$ cat src/rtl/word_serializer_pkg.sv
// serializer_pkg: shared types and defaults for word_serializer and its FIFO.
// Exports state_t, ser_entry_t and the default WIDTH/DEPTH.
package serializer_pkg;
  localparam int WIDTH_DEF = 8;
  localparam int DEPTH_DEF = 2;
  typedef enum logic {IDLE, SHIFT} state_t;
  typedef struct packed {
    logic [WIDTH_DEF-1:0] data;
    logic lsb_first;
  } ser_entry_t;
endpackage

$ cat src/rtl/word_serializer_sync_fifo.sv
// sync_fifo: DEPTH-entry synchronous FIFO with a synchronous, active-low reset.
// Ports: clk, rst; push/push_data write; pop/pop_data read the head; full, empty, count.
module sync_fifo
  import serializer_pkg::*;
#(
  parameter type T = ser_entry_t,
  parameter int DEPTH = DEPTH_DEF
) (
  input  logic clk,
  input  logic rst,
  input  logic push,
  input  T     push_data,
  input  logic pop,
  output T     pop_data,
  output logic full,
  output logic empty,
  output logic [$clog2(DEPTH):0] count
);
  localparam int AW = $clog2(DEPTH);
  localparam int CW = AW + 1;
  T mem [DEPTH];
  logic [AW-1:0] wr, rd;
  logic do_push, do_pop;
  assign full = count == CW'(DEPTH);
  assign empty = count == '0;
  assign pop_data = mem[rd];
  assign do_push = push && !full;
  assign do_pop = pop && !empty;
  always_ff @(posedge clk)
    if (do_push) mem[wr] <= push_data;
  // DEPTH is a power of two, so the pointers wrap naturally.
  always_ff @(posedge clk) begin
    if (!rst) begin
      wr <= '0;
      rd <= '0;
      count <= '0;
    end else begin
      if (do_push) wr <= wr + 1'b1;
      if (do_pop) rd <= rd + 1'b1;
      count <= count + CW'(do_push) - CW'(do_pop);
    end
  end
endmodule

$ cat src/rtl/word_serializer.sv
// word_serializer: buffers WIDTH-bit words and shifts them out one bit per cycle
// into a downstream serial-in shift register.
// Ports: clk, rst (sync, active-low); in_valid/in_ready/in_data/in_lsb_first upstream;
// ser_d/ser_en/ser_dir to the shift register; word_done on the last bit; busy.
module word_serializer
  import serializer_pkg::*;
#(
  parameter int WIDTH = WIDTH_DEF,
  parameter int DEPTH = DEPTH_DEF
) (
  input  logic clk,
  input  logic rst,
  input  logic in_valid,
  output logic in_ready,
  input  logic [WIDTH-1:0] in_data,
  input  logic in_lsb_first,
  output logic ser_d,
  output logic ser_en,
  output logic ser_dir,
  output logic word_done,
  output logic busy
);
  localparam int CNTW = $clog2(WIDTH);
  typedef struct packed {
    logic [WIDTH-1:0] data;
    logic lsb_first;
  } entry_t;
  entry_t head;
  logic full, empty, pop, last;
  logic [$clog2(DEPTH):0] count;
  state_t state;
  logic [WIDTH-1:0] hold;
  logic [CNTW-1:0] cnt;
  sync_fifo #(.T(entry_t), .DEPTH(DEPTH)) fifo (
    .clk(clk),
    .rst(rst),
    .push(in_valid && in_ready),
    .push_data('{data: in_data, lsb_first: in_lsb_first}),
    .pop(pop),
    .pop_data(head),
    .full(full),
    .empty(empty),
    .count(count)
  );
  assign in_ready = !full && rst;
  assign busy = state == SHIFT || count != '0;
  assign last = state == SHIFT && cnt == CNTW'(WIDTH - 1);
  // Loading on the last bit keeps back-to-back words free of bubbles.
  assign pop = rst && !empty && (state == IDLE || last);
  // hold is pre-shifted so the next bit always sits at hold[1] or hold[WIDTH-2].
  always_ff @(posedge clk) begin
    if (!rst) begin
      state <= IDLE;
      cnt <= '0;
      hold <= '0;
      ser_d <= 1'b0;
      ser_en <= 1'b0;
      ser_dir <= 1'b0;
      word_done <= 1'b0;
    end else if (pop) begin
      state <= SHIFT;
      cnt <= '0;
      hold <= head.data;
      ser_dir <= head.lsb_first;
      ser_en <= 1'b1;
      ser_d <= head.lsb_first ? head.data[0] : head.data[WIDTH-1];
      word_done <= WIDTH == 1;
    end else if (state == SHIFT && !last) begin
      cnt <= cnt + 1'b1;
      hold <= ser_dir ? hold >> 1 : hold << 1;
      ser_d <= ser_dir ? hold[1] : hold[WIDTH-2];
      word_done <= cnt == CNTW'(WIDTH - 2);
    end else begin
      state <= IDLE;
      ser_en <= 1'b0;
      ser_d <= 1'b0;
      word_done <= 1'b0;
    end
  end
endmodule

$ cat config.mk
export PLATFORM = sky130hd
export DESIGN_NAME = word_serializer
export DESIGN_NICKNAME = d
export VERILOG_FILES = /design/src/rtl/word_serializer_pkg.sv /design/src/rtl/word_serializer_sync_fifo.sv /design/src/rtl/word_serializer.sv
export SDC_FILE = /design/constraint.sdc
export NUM_CORES = 1
export LEC_CHECK = 0
export BUFFER_PORTS_ARGS = -buffer_cell sky130_fd_sc_hd__buf_2
export CORE_MARGIN = 5
export CORE_UTILIZATION = 50
export CTS_BUF_LIST = sky130_fd_sc_hd__clkbuf_16
export DETAILED_ROUTE_END_ITERATION = 16
export PLACE_DENSITY = 0.66
export SLEW_MARGIN = 30
export SYNTH_ARGS = -nofsm -noshare
export SYNTH_HDL_FRONTEND = slang
export SYNTH_SLANG_ARGS = --single-unit
$ cat constraint.sdc
create_clock -name clk -period 5.39 [get_ports clk]
set_input_delay 0.539 -clock clk [delete_from_list [all_inputs] [get_ports clk]]
set_output_delay 0.539 -clock clk [all_outputs]
set_load 0.01 [all_outputs]
==> metrics.txt <==
mux contribution to synthesized area=0.1551; Core Region=between 3000 and 4000 µm²; Post-CTS Resized=0; CP startpoint kind=flip-flop; area of placed instances=around 1800 µm²; die height=67.65 µm; Tmin final=roughly 2.5 ns; Diodes inserted=0; drt via density=~5.2; Setup CP Type=reg2reg; post-layout power=0.9641 mW; compound-cell area share of the yosys netlist=0.08886; row cnt=21; final setup vio count=0; WHS=around 0.45 ns; Post-DP HPWL=~2.0 mm; Syn. warnings=0; Synth area leader=edfxtp_1; Longest Clk Path Bufs=2; XOR/XNOR share of the synthesized area=0.005271; worst vdd ir=around 0.24 mV; run status=finished, final reports clean; worst relative slew slack=0.4703; dominant synthesized flop cell=dfxtp_1; Leakage=roughly 0.75 nW; Power Density=510.9 nW/µm²; number of detailed-route iterations in the first pass=4; CTS buffer count=5; Layout area overhead=13.55%; Post-Syn Instances=140; Hold Buf Count CTS=0; Max-Cap Viols=0; Clock Skew=between 0.003 and 0.004 ns; pre-CTS WS=2.959 ns; Final Max Slew Viols=0; Reg2Reg Setup Slack=approximately 2.9 ns; setup slack after layout=2.907 ns; routability-driven placement congestion ratio=0.7983; antenna violations before repair=0; Cell Count, Final, Fillers Out=203; Clk pin slew, worst setup/hold paths=approximately 0.050 ns; pin count of the biggest net entering global routing=19; Yosys reg bits=38; design area=about 1900 µm²; Residual DRC=0; CTS tree=yes; global-route wire length before repair=between 4 and 5 mm; Clock Sinks=38; drt first-iter violations=39; H-tree Lvls=2; Worst EP required=between 5 and 6 ns; cell area after synthesis=between 1500 and 2000 µm²; vias in the first global route=between 1000 and 1500; largest family of logic cells by synthesized area=multiplexers; Final Hold Vio Count=0; worst hold path class=in2reg; Post-synth EDFFs=18; number of fill cells in the layout=between 200 and 300; GR Overflow Total=0; top-area cell type share of the netlist area=0.3253; vias post-DR=1059; Post-Route Setup TNS=0 ns; Post-Route Utilization=0.5745; synth top area cells=edfxtp_1, dfxtp_1, mux2_2, mux2i_1, a21oi_1; post-route ant nets=0; Nets=between 150 and 200; library cells used by synthesis=30; Cells after DPL=between 150 and 200; crit path capture type=flip-flop; I/O pins=18; wire per inst=roughly 14 µm; Slew @ Worst Pin=between 0.7 and 0.8 ns; Crit Path Max Fanout=18; Post-synth ARST share=0; clock root cell=clkbuf_16; fin crit share=0.4606; post-CTS setup buffers=0; Skew-Pair Late Insertion Delay=0.28 ns; gr usage total=0.1410; fraction of final layout cells sized beyond drive strength 1=0.2611; Post-Synth Adder-Cell Area=0.03765; register area share after synthesis=0.5663; die area=between 4000 and 5000 µm²; area share of and/or/nand/nor cells after synthesis=0.09639; Syn Area/Cell=between 10 and 15 µm²; critical path arrival=approximately 2.7 ns; f_max=402.8 MHz; routed wire length=2.785 mm; Starting Density=0.5059; die width=around 68 µm; RSZ-0062 raised after global routing=no; PortBufs=17; syn_nets=157
## power breakdown
| group | internal [mW] | leakage (nW) | switching (mW) |
|---|---|---|---|
| clock | 0.166 | 0.0663 | 0.100 |
| combinational | 0.139 | 0.353 | 0.148 |
| sequential | 0.360 | 0.329 | 0.0500 |
| total | 0.665 | 0.748 | 0.299 |
## cells by family after synthesis
group / after synthesis
simple gates: 28
buf+inv: 16
xor+xnor: 1
flops: 38
compound gates: 28
fa+ha+maj: 5
mux: 24
## placed cells by master (no fill, tap or decap)
master      n
nand4_1     2
or3_4       1
ha_1        5
nor2_1      4
dfxtp_1    20
clkinv_1    4
a31o_2      1
or2b_1      2
or2_2       1
or3_2       1
mux2_2     14
buf_2      17
o22ai_1     1
and2_1      2
nor3_1      1
o211ai_1    1
edfxtp_1   18
xor2_1      1
nand2b_1    1
clkbuf_16   5
nand3_1     6
a21oi_1    15
nand2_1     5
inv_1       7
nor2b_4     1
mux2i_1    10
nor2b_1     1
o21ai_0    10
## cell usage after synthesis (2+ instances only)
cell / number
o21ai_0: 10
ha_1: 5
or2b_1: 2
nand4_1: 2
and2_1: 2
mux2i_1: 10
inv_1: 7
mux2_2: 14
nor2_1: 4
buf_2: 4
dfxtp_1: 20
nand2_1: 5
nand3_1: 6
edfxtp_1: 18
a21oi_1: 15
buf_6: 2
## critical path, stage by stage, from the launching register on
cell and delay [ns]:
dfxtp_1 0.32, ha_1 0.20, ha_1 0.21, or2b_1 0.44
nand3_1 0.22, inv_1 0.06, ha_1 0.27, inv_1 0.04
ha_1 0.17, xor2_1 0.15, and2_1 0.16, nor3_1 0.15
## worst paths after layout
kind	startpoint	to	cells past startpoint
max	cnt[0]	fifo.count[1]	11
min reg2reg	cnt[2]	word_done	2
min	in_data[7]	fifo.mem[0][8]	1
max reg2reg	cnt[0]	fifo.count[1]	11
## final cells by class
cell class                      instances  area, µm²  area share
Sequential cell                        38      940.9      0.4987
Clock inverter                          3      11.26    0.005968
Multi-Input combinational cell         86      636.9      0.3375
Tap cell                               46      57.56     0.03050
Inverter                                8      30.03     0.01592
Timing Repair Buffer                   17      85.08     0.04509
Clock buffer                            5      125.1     0.06631
## registers in the layout (all words and copies together), names as in the netlist, named ones only
signal      flops
cnt             3
fifo.count      2
fifo.mem       18
fifo.rd         1
fifo.wr         1
hold            8
ser_d           1
ser_dir         1
state           1
word_done       1
## per-layer routing
layer	GRT usage	vias to the layer above	routed length, µm
met5	0	-	0
met4	0.08354	0	72
met3	0.04992	6	144
met2	0.2163	22	1359
met1	0.1689	501	1208
li1	-	530	-
(Power assumes the default switching activity.)
